==> config.mk <==
export PLATFORM = sky130hd
export DESIGN_NAME = hi_lo_mult_div_unit
export DESIGN_NICKNAME = d
export VERILOG_FILES = /design/src/rtl/hi_lo_mult_div_unit.sv
export SDC_FILE = /design/constraint.sdc
export NUM_CORES = 1
export LEC_CHECK = 0
export ABC_CLOCK_PERIOD_IN_PS = 20600
export CORE_ASPECT_RATIO = 0.6
export CORE_MARGIN = 4
export CORE_UTILIZATION = 36
export DETAILED_ROUTE_END_ITERATION = 10
export HOLD_SLACK_MARGIN = 0.08
export PLACE_DENSITY = 0.56
export SLEW_MARGIN = 20
export SYNTH_ARGS = -nofsm -noshare
export SYNTH_HDL_FRONTEND = slang
export SYNTH_SLANG_ARGS = --single-unit
==> constraint.sdc <==
create_clock -name clk -period 20.6 [get_ports clk]
set_input_delay 4.12 -clock clk [delete_from_list [all_inputs] [get_ports clk]]
set_output_delay 4.12 -clock clk [all_outputs]
set_load 0.02 [all_outputs]
==> src/rtl/hi_lo_mult_div_unit.sv <==
// HI/LO owner: sequential 32-step multiply/divide plus MTHI/MTLO writes.
// HI/LO change only on commit, so readers never see partial results.
module hi_lo_mult_div_unit #(
  parameter int ITERATIONS = 32
) (
  input  logic        clk,
  input  logic        reset,
  input  logic        start,
  input  logic [2:0]  op,
  input  logic [31:0] operand_a,
  input  logic [31:0] operand_b,
  output logic [31:0] HI_data_reg,
  output logic [31:0] LO_data_reg,
  output logic        busy,
  output logic        done
);

  localparam int CW = $clog2(ITERATIONS + 1);

  typedef enum logic [1:0] {
    IDLE,
    MUL,
    DIV
  } state_e;

  state_e        state_q;
  logic [CW-1:0] cnt_q;
  logic [63:0]   acc_q;
  logic [31:0]   b_q;
  logic [31:0]   a_raw_q;
  logic          neg_q;
  logic          rneg_q;
  logic          dz_q;
  logic [31:0]   hi_q;
  logic [31:0]   lo_q;
  logic          busy_q;
  logic          done_q;

  logic          sgn;
  logic [31:0]   mag_a;
  logic [31:0]   mag_b;
  logic [32:0]   sum;
  logic [32:0]   trial;
  logic [32:0]   diff;
  logic [63:0]   mul_d;
  logic [63:0]   div_d;
  logic [63:0]   prod;
  logic [31:0]   quo;
  logic [31:0]   rem;
  logic          last;

  always_comb begin
    sgn   = ~op[0];
    mag_a = (sgn && operand_a[31]) ? -operand_a : operand_a;
    mag_b = (sgn && operand_b[31]) ? -operand_b : operand_b;
    // Multiply: {hi,lo} accumulator, multiplier shifts out of lo.
    sum   = {1'b0, acc_q[63:32]} + (acc_q[0] ? {1'b0, b_q} : 33'd0);
    mul_d = {sum, acc_q[31:1]};
    // Divide: {rem,dividend}; borrow in diff[32] means trial < divisor.
    trial = {acc_q[63:32], acc_q[31]};
    diff  = trial - {1'b0, b_q};
    div_d = diff[32] ? {trial[31:0], acc_q[30:0], 1'b0}
                     : {diff[31:0], acc_q[30:0], 1'b1};
    prod  = neg_q  ? -mul_d : mul_d;
    quo   = neg_q  ? -div_d[31:0] : div_d[31:0];
    rem   = rneg_q ? -div_d[63:32] : div_d[63:32];
    last  = (cnt_q == CW'(ITERATIONS - 1));
  end

  always_ff @(posedge clk or posedge reset) begin
    if (reset) begin
      state_q <= IDLE;
      cnt_q   <= '0;
      acc_q   <= '0;
      b_q     <= '0;
      a_raw_q <= '0;
      neg_q   <= 1'b0;
      rneg_q  <= 1'b0;
      dz_q    <= 1'b0;
      hi_q    <= '0;
      lo_q    <= '0;
      busy_q  <= 1'b0;
      done_q  <= 1'b0;
    end else begin
      done_q <= 1'b0;
      case (state_q)
        IDLE: begin
          if (start) begin
            case (op)
              3'b000, 3'b001: begin
                state_q <= MUL;
                busy_q  <= 1'b1;
                cnt_q   <= '0;
                acc_q   <= {32'd0, mag_b};
                b_q     <= mag_a;
                neg_q   <= sgn & (operand_a[31] ^ operand_b[31]);
                rneg_q  <= 1'b0;
                dz_q    <= 1'b0;
              end
              3'b010, 3'b011: begin
                state_q <= DIV;
                busy_q  <= 1'b1;
                cnt_q   <= '0;
                acc_q   <= {32'd0, mag_a};
                b_q     <= mag_b;
                a_raw_q <= operand_a;
                neg_q   <= sgn & (operand_a[31] ^ operand_b[31]);
                rneg_q  <= sgn & operand_a[31];
                dz_q    <= (operand_b == 32'd0);
              end
              3'b100: begin
                hi_q   <= operand_a;
                done_q <= 1'b1;
              end
              3'b101: begin
                lo_q   <= operand_a;
                done_q <= 1'b1;
              end
              default: ;
            endcase
          end
        end
        MUL: begin
          acc_q <= mul_d;
          cnt_q <= cnt_q + 1'b1;
          if (last) begin
            hi_q    <= prod[63:32];
            lo_q    <= prod[31:0];
            busy_q  <= 1'b0;
            done_q  <= 1'b1;
            cnt_q   <= '0;
            state_q <= IDLE;
          end
        end
        DIV: begin
          acc_q <= div_d;
          cnt_q <= cnt_q + 1'b1;
          if (last) begin
            // Divide by zero still runs full length, then reports a / all-ones.
            hi_q    <= dz_q ? a_raw_q : rem;
            lo_q    <= dz_q ? 32'hFFFF_FFFF : quo;
            busy_q  <= 1'b0;
            done_q  <= 1'b1;
            cnt_q   <= '0;
            state_q <= IDLE;
          end
        end
        default: state_q <= IDLE;
      endcase
    end
  end

  assign HI_data_reg = hi_q;
  assign LO_data_reg = lo_q;
  assign busy        = busy_q;
  assign done        = done_q;

endmodule

==> results.md, run 1 <==
- The flow ran to the end, and the final reports show no timing, DRC or antenna violations.
- For the worst setup path, the data arrival time is between 8000 and 9000 ps.
- Entering global routing, the biggest net connects 87 pins.
- The count of buffers added on input and output ports is roughly 140.
- The post-layout total power is about 3600 uW.
- For this run, the detailed router's first-pass iteration total came to 6.
- The initial antenna violation count is 3.
- The flip-flop cell with the highest count after synthesis is sky130_fd_sc_hd__dfrtp_1.
- The post-route clock period utilization is roughly 37%.
- The later pin in the worst-skew pair is clocked with a latency of around 560 ps.
- The first global-routing pass estimated 138 mm of wire.
- Of all nets on the critical path, the largest fanout is 6.
- The master cell of the clock root buffer is sky130_fd_sc_hd__clkbuf_16.
- The routed via count divided by cell count is about 6.5.
- The clock period minus final worst setup slack is between 7000 and 8000 ps.
- The count of H-tree levels built during CTS is 1.
- The count of clock tree sinks is between 200 and 250.
- The area added between synthesis and finish is 14.2%.
- The via count of the first global-routing pass is 19600.
- When the netlist entered floorplanning its net count stood at roughly 2700.
- The CTS tree is done.
- The largest register by flop count is acc_q.
- After the first detailed-routing iteration, the DRC count stood at 3175.
- The actual transition at the worst max-transition pin is around 1200 ps.
- The fraction of the core area covered by cells at the end of the flow is between 40% and 50%.
- Across the run, the number of max-cap violations was 0.
- The number of hold buffers added after CTS was 0.
- The largest area contributor in the netlist is sky130_fd_sc_hd__dfrtp_1.
- The final number of hold-violating endpoints was 0.
- The worst hold-check path type is register to register.
- The number of flip-flops under the largest register name is 64.
- In the global route stage, overall resource usage came out at about a third.
- Clock-pin slew was measured on the worst setup and hold paths at approximately 70 ps.
- Timing would allow up to roughly 130 MHz.
- The netlist uses between 80 and 90 different library cells.
- The worst setup path is captured at a register.
- Measured along the x axis, the die boundary spans 306 um.
- The synthesized design contains 0 enable-type register cells.
- In the post-synthesis netlist, the biggest area contributors are sky130_fd_sc_hd__dfrtp_1 (27%), sky130_fd_sc_hd__nand2_1 (8.7%), sky130_fd_sc_hd__xnor2_1 (6.9%).
- Post-CTS timing repair inserted 0 buffers for setup.
- The final clock skew is 32.1 ps.
- The number of endpoints failing setup at the final stage is 0.
- The fraction of registers with async set/reset is 100%.
- In the routed design, unresolved DRC markers number 0.
- The die covers 57200 um2.
- After synthesis the netlist holds a flip-flop and latch count of roughly 210.
- The sequential fraction of the synthesis area is a little over a quarter.
- The HPWL after detailed placement is between 70 and 80 mm.
- The overall overflow remaining after global route is 0.
- The count of nets left with antenna violations once routing finished came out at 0.
- The sum of negative setup slack is 0 ps.
- At the end of routability-driven placement, the weighted congestion stood at a little over 1.
- Setup repair after global routing left no endpoint under its margin.
- Clock tree synthesis inserted a total of 23 buffers.
- In this run the count of I/O pins placed on the die edge is 136.
- The mean area per synthesized cell is ~7.4 um2.
- The master of the slowest instance on the critical path is sky130_fd_sc_hd__nor4_1.
- The initial utilization of the core area, before any placement, comes to a little over a third.
- The synthesized netlist occupies a cell area of 19200 um2.
- In this run the power density over the cells is about 160 nW/um2.
- The total length of routed wires is about 94 mm.
- The final antenna diode count is 0.
- The via count of the routed design is between 20000 and 25000.
- The max-slew violation count is 0.
- The analysis attributes to cell leakage a power of just under 0.009 uW.
- The signal on the critical path passes through clkdlybuf4s50_1 > nor4_1 > nand2b_1 > nor4b_1 > nand3b_1 > nor4_1 > a21oi_1 > xnor2_1 > a21oi_1 > a221oi_1 > nor2_1.
- The cell count after synthesis is approximately 2600.
- The number of gates resized after CTS was 0.
- The start-to-end type of the worst setup path is input port to register.
- STA classifies the critical path startpoint as an input port.
- The row count is between 60 and 70.
- The proportion of netlist area held by the largest area contributor is between 20% and 30%.
- In the final layout, the share of cells above drive strength 1 is 5.22%.
- The placed instances occupy a cell area of ~21000 um2.
- The mean routed wirelength per cell is 28.5 um.
- The final design area excluding fillers is 21900 um2.
- On the worst path, the slowest cell contributes a delay of about 850 ps.
- The Yosys step of the flow raised 0 warnings.
- At the end of the flow, the number of nets in the layout was about 2700.
- The floorplan step defined a core boundary enclosing between 50000 and 60000 um2.
- From bottom edge to top edge, the die measures around 190 um.
- At the worst endpoint, the required time is approximately 21000 ps.
- The clock passes through at most 3 buffers.
- The worst-case vdd ir drop is between 0.00015 and 0.0002 V.
- Headroom to the max-slew limit came out at 22.7%.
- The number of fill cells is 5374.
==> Yosys cell counts, types with 10 or more instances <==
cell                       instances
sky130_fd_sc_hd__nand2_1         443
sky130_fd_sc_hd__nor2_1          211
sky130_fd_sc_hd__o21ai_0         211
sky130_fd_sc_hd__dfrtp_1         205
sky130_fd_sc_hd__a21oi_1         186
sky130_fd_sc_hd__clkbuf_1        165
sky130_fd_sc_hd__xnor2_1         151
sky130_fd_sc_hd__o31ai_1          95
sky130_fd_sc_hd__ha_1             74
sky130_fd_sc_hd__inv_1            74
sky130_fd_sc_hd__xor2_1           70
sky130_fd_sc_hd__a221oi_1         69
sky130_fd_sc_hd__nor3_1           54
sky130_fd_sc_hd__or3_1            42
sky130_fd_sc_hd__a22oi_1          36
sky130_fd_sc_hd__nand3_1          32
sky130_fd_sc_hd__o221ai_1         28
sky130_fd_sc_hd__a21o_1           27
sky130_fd_sc_hd__nand4_1          25
sky130_fd_sc_hd__nand2b_1         21
sky130_fd_sc_hd__a31oi_1          20
sky130_fd_sc_hd__nor4_1           20
sky130_fd_sc_hd__a211oi_1         18
sky130_fd_sc_hd__mux2i_1          18
sky130_fd_sc_hd__and2_1           17
sky130_fd_sc_hd__buf_1            17
sky130_fd_sc_hd__or4_1            17
sky130_fd_sc_hd__o41ai_1          16
sky130_fd_sc_hd__o211ai_1         15
sky130_fd_sc_hd__and3_1           12
sky130_fd_sc_hd__or2_2            12
sky130_fd_sc_hd__o22ai_1          11
sky130_fd_sc_hd__nor2b_1          10
==> cell usage in the layout (no fill, tap or decap), types with 31 or more instances in the layout <==
master,count
sky130_fd_sc_hd__or3_1,42
sky130_fd_sc_hd__clkdlybuf4s50_1,135
sky130_fd_sc_hd__nand3_1,31
sky130_fd_sc_hd__o31ai_1,95
sky130_fd_sc_hd__a221oi_1,69
sky130_fd_sc_hd__nand2_1,440
sky130_fd_sc_hd__xor2_1,70
sky130_fd_sc_hd__ha_1,71
sky130_fd_sc_hd__inv_1,73
sky130_fd_sc_hd__o21ai_0,211
sky130_fd_sc_hd__nor2_1,208
sky130_fd_sc_hd__buf_4,39
sky130_fd_sc_hd__a21oi_1,186
sky130_fd_sc_hd__a22oi_1,36
sky130_fd_sc_hd__xnor2_1,151
sky130_fd_sc_hd__dfrtp_1,204
sky130_fd_sc_hd__nor3_1,54
==> kinds of logic after synthesis <==
family                     synth area share (%)
adders and majority gates                  5.04
DFF                                        26.7
xor gates and xnor gates                   10.1
and+or+nand+nor                            23.2
AOI/OAI and AO/OA                          28.3
muxes                                      1.35
buffers and inverters                      5.30
==> critical path, delay by kind of cell <==
kind / cells / cell delay [ps]
AOI/OAI and AO/OA: 3 / 580
xor gates and xnor gates: 1 / 290
buffers and inverters: 1 / 550
and+or+nand+nor: 6 / 2560
==> stage by stage <==
stage                     setup slack, ps  instances  hold slack [ps]
after floorplan                     10880       2580              438
after global placement              12400       3268              452
after detailed placement            12370       3268              461
after CTS                           12950       3309              479
after global routing                12570       3310              497
final                               12930       3310              482
==> layer usage <==
metal / GRT usage, % / vias up / wire (um)
li1: - / 9403 / -
met2: 38.5 / 1463 / 33300
met3: 11.8 / 105 / 14800
met4: 4.97 / 4 / 1600
met5: 0 / - / 18
met1: 51.9 / 10500 / 44700
==> power by group <==
part,switching [uW],total [uW],internal (uW)
combinational,1570,2320,753
sequential,201,772,571
clock,203,466,264
total,1970,3560,1590
==> final cells by class <==
| type | instances | area, um2 | area share, % |
|---|---|---|---|
| clock buffer | 25 | 603 | 2.75 |
| clock inverter | 16 | 203 | 0.926 |
| inverter | 77 | 297 | 1.35 |
| multi-input combinational | 2109 | 13100 | 59.9 |
| sequential | 205 | 5130 | 23.4 |
| tap | 703 | 880 | 4.02 |
| timing repair buffer | 175 | 1670 | 7.63 |
==> path summary, 6_finish.rpt <==
| kind | start | endpoint | slack [ps] | cells past startpoint |
|---|---|---|---|---|
| setup / recovery | operand_a[5] | acc_q[27]$_DFFE_PP0P_ | 12930 | 11 |
| setup reg to reg | acc_q[31]$_DFFE_PP0P_ | HI_data_reg[28]$_DFFE_PP0P_ | 13240 | 23 |
| hold reg to reg | a_raw_q[21]$_DFFE_PP0P_ | a_raw_q[21]$_DFFE_PP0P_ | 480 | 2 |
| max in group asynchronous | reset | HI_data_reg[10]$_DFFE_PP0P_ | 15250 | 3 |
| hold / removal | a_raw_q[21]$_DFFE_PP0P_ | a_raw_q[21]$_DFFE_PP0P_ | 480 | 2 |
| min in group asynchronous | reset | a_raw_q[14]$_DFFE_PP0P_ | 4010 | 2 |
Note: power is estimated with default switching activity, not from simulation.
==> run 2, diff against run 1 <==
--- a/config.mk
+++ b/config.mk
@@ -5,7 +5,7 @@
 export SDC_FILE = /design/constraint.sdc
 export NUM_CORES = 1
 export LEC_CHECK = 0
-export ABC_CLOCK_PERIOD_IN_PS = 20600
+export ABC_CLOCK_PERIOD_IN_PS = 7660
 export CORE_ASPECT_RATIO = 0.6
 export CORE_MARGIN = 4
 export CORE_UTILIZATION = 36
==> constraint.sdc (replaced) <==
create_clock -name clk -period 7.66 [get_ports clk]
set_input_delay 1.532 -clock clk [delete_from_list [all_inputs] [get_ports clk]]
set_output_delay 1.532 -clock clk [all_outputs]
set_load 0.02 [all_outputs]
==> results.md, run 2 (synthesis gave the netlist of run 1 again) <==
- The starting DRC count in detailed routing came to 3129 (-1.4%).
- The net total in the final layout was 2734 (-0.11%).
- The effective utilization at floorplan is 36.5% (unchanged).
- The height of the chip is 187 um (unchanged).
- The worst-case vdd ir drop is 0.000498 V (+180%).
- The via count of the routed design came to 21400 (-0.31%).
- The row count came to 65 (unchanged).
- The number of endpoints failing setup at the final stage is 0 (unchanged).
- The endpoint required time on the critical path is 8120 ps (-12930 ps).
- The flow ran to the end, and the final reports show no timing, DRC or antenna violations.
- The final clock skew is 21.3 ps (-10.9 ps).
- The count of H-tree levels built during CTS was 1 (unchanged).
- The detailed-routing iteration count for the pre-antenna-repair pass is 6 (unchanged).
- The count of instances resized after the clock tree is built is 0 (unchanged).
- The initial antenna violation count is 3 (unchanged).
- The width of the chip is 306 um (unchanged).
- The area added between synthesis and finish is 13.7%.
- The actual transition at the worst max-transition pin is 1250 ps (+94.0 ps).
- The mean routed wirelength per cell is 28.0 um (-2.1%).
- The final number of hold-violating endpoints came to 0 (unchanged).
- The deepest clock path buffer count came to 3 (unchanged).
- The leakage power is 0.00882 uW (-0.46%).
- The relative max-transition margin is 15.9% (-6.8 points).
- The max-capacitance violation count is 0 (unchanged).
- The pin count of the biggest net entering global routing is 105 (+21%).
- The start-to-end type of the worst setup path is register to register.
- The fraction of layout instances using a drive strength above 1 is 4.84% (-0.38 points).
- The largest register by flop count is acc_q.
- The sum of negative setup slack was 0 ps (unchanged).
- The number of post-CTS setup repair buffers is 0 (unchanged).
- TritonCTS built the clock tree.
- The routed via count divided by cell count is 6.47 (-0.22%).
- The overall overflow remaining after global route is 0 (unchanged).
- The number of cells in the finished layout apart from fillers is 3307 (-0.091%).
- The number of fill cells came to 5385 (+0.20%).
- The post-route clock period utilization is ~88%.
- The total power divided by cell area is 433 nW/um2 (+170%).
- The number of nets with antenna violations after routing is 0 (unchanged).
- The routed design could run at a clock period as short as between 6000 and 7000 ps.
- The number of placed instances, taps included is 3266 (-0.061%).
- The routability congestion estimate is 0.996 (-1.3%).
- The total length of routed wires was 92.4 mm (-2.2%).
- The count of clock tree sinks is 205 (unchanged).
- The startpoint kind of the worst setup timing path is a register.
- The detailed-route DRC error count is 0 (unchanged).
- The number of buffers inserted by hold repair at cts is 0 (unchanged).
- The worst slack after detailed placement came to 1160 ps (-11220 ps).
- The library cells used most frequently in the layout, excluding fill and tap cells, are sky130_fd_sc_hd__nand2_1 (441), sky130_fd_sc_hd__o21ai_0 (211), sky130_fd_sc_hd__nor2_1 (208), sky130_fd_sc_hd__dfrtp_1 (204), sky130_fd_sc_hd__a21oi_1 (186).
- The total routing resource utilization after global routing was 31.0% (-0.77 points).
- The most common cell after layout, fill and taps aside is sky130_fd_sc_hd__nand2_1.
- The tree is rooted in a sky130_fd_sc_hd__clkbuf_16.
- The HPWL after detailed placement is 72.4 mm (-3.0%).
- The worst hold-check path type is register to register.
- The first-pass GRT wire length is 136 mm (-1.6%).
- The number of buffers inserted by port buffering is 135 (unchanged).
- The worst hold margin came to 476 ps (-5.82 ps).
- The post-layout total power is 9440 uW (+170%).
- Setup repair after global routing left no endpoint under its margin.
- The final antenna diode count is 0 (unchanged).
- The via count of the first global-routing pass came to 19500 (-0.54%).
- The area taken by multi-input logic gates came to 13100 um2 (about the same).
- The worst setup path is captured at a register.
- The max-slew violation count came to 0 (unchanged).
- The area of the core is 52600 um2 (unchanged).
- The final worst slack came to 910 ps (-12020 ps).
- The largest fanout of any net on the critical path is 15 (+9).
- The endpoint arrival time on the critical path was 7210 ps (-910 ps).
- The maximum operating frequency is between 100 and 150 MHz.
- The total clock buffers created by CTS came to 23 (unchanged).
- The floorplan die area came to 57200 um2 (unchanged).
- The number of flip-flops under the largest register name is 64 (unchanged).
- The area occupied by registers is 5130 um2 (unchanged).
- The source-to-sink clock delay at the later pin of the worst-skew pair was 550 ps (about the same).
- The register clock-pin slew on the reported worst setup and hold paths came to 70 ps (about the same).
- The number of primary I/O pins is 136 (unchanged).
## run 2: area by class of cell
class | count | share of cell area [%]
multi-input cells | 2109 | 60.1
flip-flops and latches | 205 | 23.5
repair buffers | 172 | 7.53
well taps | 703 | 4.03
clock buffers | 34 | 3.06
inverters | 77 | 1.36
clock inverters | 7 | 0.419
## run 2: metal layers
layer | wire [um] | vias up | track usage [%]
met3 | 12700 | 121 | 10.7
met2 | 33800 | 1364 | 39.1
met1 | 43900 | 10500 | 49.7
met4 | 1940 | 2 | 5.30
li1 | - | 9380 | -
met5 | 11 | - | 0
## run 2: report_power, final
| group | internal [uW] | switching (uW) | total [uW] |
|---|---|---|---|
| Sequential | 1530 | 509 | 2040 |
| Combinational | 2020 | 4180 | 6200 |
| Clock | 671 | 523 | 1190 |
| Total | 4220 | 5220 | 9440 |
## run 2: path summary, 6_finish.rpt
path,slack (ps),cells past startpoint,end,from
setup / recovery,910,22,HI_data_reg[30]$_DFFE_PP0P_,acc_q[31]$_DFFE_PP0P_
hold / removal,480,2,LO_data_reg[29]$_DFFE_PP0P_,LO_data_reg[29]$_DFFE_PP0P_
setup reg to reg,910,22,HI_data_reg[30]$_DFFE_PP0P_,acc_q[31]$_DFFE_PP0P_
hold reg to reg,480,2,LO_data_reg[29]$_DFFE_PP0P_,LO_data_reg[29]$_DFFE_PP0P_
max in group asynchronous,4970,3,acc_q[39]$_DFFE_PP0P_,reset
min in group asynchronous,1540,2,HI_data_reg[13]$_DFFE_PP0P_,reset
## run 2: per-stage QoR
| stage | area [um2] | utilization (%) |
|---|---|---|
| 6_report | 21800 | 41.5 |
| 5_1_grt | 21800 | 41.5 |
| 4_1_cts | 21800 | 41.4 |
| 2_1_floorplan | 19200 | - |
| 3_5_place_dp | 21100 | 40.0 |
| 3_3_place_gp | 21000 | 40.0 |
## run 2: critical path, stage by stage (launching register included)
cell and delay (ps):
sky130_fd_sc_hd__dfrtp_1 490, sky130_fd_sc_hd__inv_1 120, sky130_fd_sc_hd__ha_1 250, sky130_fd_sc_hd__fa_1 410, sky130_fd_sc_hd__nor2b_1 250, sky130_fd_sc_hd__o221a_2 320
sky130_fd_sc_hd__o2111ai_1 310, sky130_fd_sc_hd__a21bo_2 300, sky130_fd_sc_hd__a31oi_1 670, sky130_fd_sc_hd__nor2_4 80, sky130_fd_sc_hd__inv_1 250, sky130_fd_sc_hd__buf_4 250
sky130_fd_sc_hd__nor2_1 50, sky130_fd_sc_hd__a21oi_1 260, sky130_fd_sc_hd__ha_1 270, sky130_fd_sc_hd__nand2_1 90, sky130_fd_sc_hd__nor4_1 210, sky130_fd_sc_hd__mux2i_1 200
sky130_fd_sc_hd__a21oi_1 480, sky130_fd_sc_hd__nand4_1 440, sky130_fd_sc_hd__or3_1 510, sky130_fd_sc_hd__o311a_1 290, sky130_fd_sc_hd__a31oi_1 150
==> RTL change 1: new RTL, config.mk and constraints of run 2 <==
Set the parameter `ITERATIONS` to 64 (it was 32).
--- a/src/rtl/hi_lo_mult_div_unit.sv
+++ b/src/rtl/hi_lo_mult_div_unit.sv
@@ -1,7 +1,7 @@
 // HI/LO owner: sequential 32-step multiply/divide plus MTHI/MTLO writes.
 // HI/LO change only on commit, so readers never see partial results.
 module hi_lo_mult_div_unit #(
-  parameter int ITERATIONS = 32
+  parameter int ITERATIONS = 64
 ) (
   input  logic        clk,
   input  logic        reset,
Check against the original RTL: no difference found for any inputs over 4 cycles, from zero or initial values and one cycle with reset high; that may be too few to reach the edited logic, so the function may still have changed.
==> RTL change 1 against run 2 <==
Sequential share of layout area grew 0.56 points. Clock skew rose by 0.0064 ns. Final area is 1.9% lower. Sequential cell count up 1. Critical path depth decreased by 6. Hold slack got worse by 0.0023 ns. Setup slack improved by 0.58 ns. Routed wire length shrank 10%. Synthesized cell count fell by 2.3%. Global-route usage fell by 2.0 points. Non-clock buffer count fell by 10. Area after synthesis down 1.9%. Total power is 4.8% lower. Count of clock-buffer cells in the layout is 1 lower. Critical endpoint is now LO_data_reg[31]$_DFFE_PP0P_.
==> RTL change 1: results (changes against run 2) <==
status: "finished, final reports clean"
p_leak_nw: 8.759  # -0.66%
dp.final_hpwl_mm: 64.05  # -12%
n_fill_cell: 5250  # -2.5%
skew_ns: 0.02771  # +0.006439 ns
ir_drop_mv: 0.2766  # -44%
inverters_excl_clock: 68  # -12%
nFlopsAndLatches: 206  # +0.49%
synth_mux_area_frac: 0.009910  # -0.003593
nMultiInputCombCells: 2055  # -2.6%
synth_fa_ha_area_frac: 0.05068  # +0.0003230
drt_first_iter_violations: 2245  # -28%
cpPeakStageDelay_ns: 0.96  # +0.29 ns
num-nonclk-buffers: 162  # -5.8%
synth-compound-area-share: 0.2857  # +0.002627
ys_top_cells_by_count: "nand2_1 (417), o21ai_0 (250), nor2_1 (216), dfrtp_1 (206), a21oi_1 (172)"
grt_first_pass_wirelength_mm: 122.5  # -9.6%
ys_seq_area_frac: 0.2740  # +0.006578
fin_util: 0.4170  # +0.002519
met2_usage: 0.3832  # -0.007420
critPathRequiredTime_ns: 8.03  # -0.09 ns
buf_share: 0.07353  # -0.001731
met2RoutedLength_mm: 31.41  # -7.2%
tightest_slew_ns: 1.129  # -0.1213 ns
ff2ff_path_depth: 16  # -27%
n_tap_cell: 693  # -1.4%
==> RTL change 1: cell types whose count changed in the layout (fill, tap and decap cells not counted), moves of 11 or more <==
cell	run 2	this run
nand2b_1	20	31
nand2_1	441	415
o31ai_1	95	75
o21ai_0	211	250
o221ai_1	28	11
a221o_1	8	23
or3_1	41	21
a22oi_1	36	52
a21oi_1	186	172
==> RTL change 1: worst paths after layout <==
| kind | start | end | slack (ns) |
|---|---|---|---|
| max | acc_q[31]$_DFFE_PP0P_ | LO_data_reg[31]$_DFFE_PP0P_ | 1.49 |
| min in group asynchronous | reset | done$_DFF_PP0_ | 1.51 |
| min reg2reg | a_raw_q[29]$_DFFE_PP0P_ | a_raw_q[29]$_DFFE_PP0P_ | 0.47 |
| min | a_raw_q[29]$_DFFE_PP0P_ | a_raw_q[29]$_DFFE_PP0P_ | 0.47 |
| max in group asynchronous | reset | acc_q[50]$_DFFE_PP0P_ | 4.91 |
| max reg2reg | acc_q[31]$_DFFE_PP0P_ | LO_data_reg[31]$_DFFE_PP0P_ | 1.49 |
==> RTL change 1: power breakdown <==
part,leakage (nW),switching (mW),internal (mW)
logic,5.76,3.66,1.94
clock network,0.400,0.519,0.742
registers,2.60,0.570,1.55
total,8.76,4.75,4.23
==> RTL change 1: worst register-to-register path, delay by kind of cell (launching register included) <==
| family | cells | cell delay [ns] |
|---|---|---|
| xor+xnor | 1 | 0.18 |
| simple gates | 4 | 1.03 |
| flops | 1 | 0.66 |
| buf+inv | 2 | 0.30 |
| fa+ha+maj | 2 | 0.71 |
| compound gates | 7 | 3.10 |
==> RTL change 2: new RTL, settings of run 2 <==
Without the edit above. Encoding of `state_e`: now one-hot (3 bits for 3 states).
--- a/src/rtl/hi_lo_mult_div_unit.sv
+++ b/src/rtl/hi_lo_mult_div_unit.sv
@@ -17,10 +17,10 @@
 
   localparam int CW = $clog2(ITERATIONS + 1);
 
-  typedef enum logic [1:0] {
-    IDLE,
-    MUL,
-    DIV
+  typedef enum logic [2:0] {
+    IDLE = 3'b001,
+    MUL  = 3'b010,
+    DIV  = 3'b100
   } state_e;
 
   state_e        state_q;
Formal check against the unedited RTL: no difference found for any inputs over 4 cycles, from zero or initial values and one cycle with reset high; so few cycles prove little.
==> RTL change 2 against run 2 <==
Cell count shrank 3.4%. Setup slack gained 0.68 ns. Count of clock-buffer cells in the layout shrank 9. Area after synthesis shrank 0.99%. Routed wire length shrank 6.0%. Combinational power shrank 29%. Sequential cell count grew 1. Final area shrank 1.4%. Total power shrank 21%. Non-clock buffer count shrank 1. Highest routed layer is now met4. Critical endpoint is now HI_data_reg[28]$_DFFE_PP0P_.
==> RTL change 2: results (changes against run 2) <==
status: "finished, final reports clean"
p_leak_nw: 8.388  # -4.9%
top_register: "acc_q"
wire_per_inst_um: 27.21  # -2.6%
multi_input_area_um2: 12860  # -1.8%
postSynth.asyncResetShare: 1.000  # unchanged
ir_drop_mv: 0.1748  # -65%
cts_buffers: 21  # -8.7%
insertion_delay_ns: 0.54
slowest_stage: "dfrtp_1"
synthFlopType: "dfrtp_1"
cts.sinks: 206  # +0.49%
yosys.cell_types.count: 87  # -1.1%
cts-root-buf: "clkbuf_16"
tightest_slew_ns: 1.178  # -0.07189 ns
cts_buffer_depth: 3  # unchanged
drive_gt1_frac: 0.06038  # +0.01199
grt_max_degree: 82  # -22%
final-clk-cell-share: 0.03298  # -0.001779
track_usage: 0.2947  # -0.01539
grt_pass1_vias: 17961  # -7.7%
dp.final_hpwl_mm: 67.87  # -6.3%
gp_congestion: 0.9511  # -4.5%
nClkBuffers: 25  # -26%
ys_top_cells_by_count: "nor2_1 (295), nand2_1 (254), a21oi_1 (215), dfrtp_1 (205), o21ai_0 (182)"
yosysWarnings: 0  # unchanged
largest_reg_flops: 64  # unchanged
num-nonclk-buffers: 171  # -0.58%
cp_max_fo: 11  # -4
drt_first_iter_violations: 2848  # -9.0%
clk_pin_slew_ns: 0.07  # about the same
postPlaceCellArea_um2: 20790  # -1.2%
arrival_ns: 6.49  # -0.72 ns
portBuffers: 135  # unchanged
synthTopCellsByArea: "dfrtp_1 (27%), xnor2_1 (7.1%), nor2_1 (5.8%)"
antenna_found_initial: 0  # -3
post-cts-setup-buffers: 0  # unchanged
seqAreaFraction: 0.2398  # +0.004534
vias_per_cell: 6.378  # -1.4%
skew_ns: 0.01345  # -0.007825 ns
n_fill_cell: 5304  # -1.5%
cpPeakStageDelay_ns: 0.75  # +0.08 ns
nMultiInputCombCells: 2011  # -4.6%
critPathTopFamily: "compound AO/OA/AOI/OAI gates"
antenna_cells: 0  # unchanged
inverters_excl_clock: 75  # -2.6%
hold_class: "reg2reg"
grt_first_pass_wirelength_mm: 126.0  # -7.1%
first_pass_iters: 6  # unchanged
buf_share: 0.07539  # +0.0001292
cts_resized: 0  # unchanged
ys_seq_area_frac: 0.2715  # +0.004062
cts_max_level: 1  # unchanged
multi_input_area_share: 0.5981  # -0.002710
synth_nets: 2624  # -3.7%
tns_ns: 0  # unchanged
==> RTL change 2: cell types whose count changed in the layout (fill, tap and decap cells not counted), sizes merged, moves of 11 or more <==
cell           run 2  this run
a211oi            18        44
a21oi            186       215
a31oi             20        43
and3              12        23
mux2               7        35
mux2i             18        39
nand2            443       254
nor2             211       295
o21ai            212       190
o221ai            28        12
o31ai             96        47
or3               42        31
==> RTL change 2: cells by family (layout without fill, tap and decap cells) <==
kind of cell               count (synthesis)  in the layout  synth area share
adders and majority gates                 72             72           0.04823
AOI/OAI and AO/OA                        810            810            0.2778
DFF                                      206            206            0.2715
xor gates and xnor gates                 216            216           0.09962
muxes                                     74             74           0.04131
and+or+nand+nor                          839            839            0.2073
buffers and inverters                    265            284           0.05429
==> RTL change 2: worst min-delay path, stage by stage (launching register included) <==
cell and delay (ns):
dfrtp_1 0.34, nand2_1 0.05, o21ai_0 0.06
==> RTL change 2: routing by layer <==
| metal | track usage | up-vias | part of all wire |
|---|---|---|---|
| li1 | - | 9078 | - |
| met1 | 0.4850 | 9989 | 0.49 |
| met2 | 0.3817 | 1226 | 0.37 |
| met3 | 0.07654 | 78 | 0.13 |
| met4 | 0.03143 | 0 | 0.012 |
| met5 | 0 | - | 0 |
==> RTL change 2: worst paths after layout <==
check                                             from                     endpoint  slack (ns)  depth (start not counted)
worst max-delay path             acc_q[31]$_DFFE_PP0P_  HI_data_reg[28]$_DFFE_PP0P_        1.59                         21
min in group asynchronous                        reset  LO_data_reg[21]$_DFFE_PP0P_        1.47                          2
worst max register to register   acc_q[31]$_DFFE_PP0P_  HI_data_reg[28]$_DFFE_PP0P_        1.59                         21
worst min register to register  a_raw_q[1]$_DFFE_PP0P_       a_raw_q[1]$_DFFE_PP0P_        0.49                          2
max in group asynchronous                        reset            neg_q$_DFFE_PP0P_        4.62                          3
worst min-delay path            a_raw_q[1]$_DFFE_PP0P_       a_raw_q[1]$_DFFE_PP0P_        0.49                          2
==> RTL change 2: metrics by stage <==
stage | power [mW] | hold WS [ns] | setup slack (ns) | std cells
2_1_floorplan | 4.600 | 0.4498 | 0.5055 | 2482
3_3_place_gp | 6.161 | 0.4676 | 1.888 | 3156
3_5_place_dp | 6.182 | 0.4714 | 1.743 | 3156
4_1_cts | 7.321 | 0.4868 | 1.734 | 3194
5_1_grt | 7.867 | 0.4974 | 1.298 | 3194
6_report | 7.465 | 0.4870 | 1.587 | 3194
==> RTL change 2: report_power, final <==
part	internal, mW	switching [mW]	total (mW)
combinational	1.60	2.79	4.38
clock	0.622	0.516	1.14
sequential	1.42	0.525	1.94
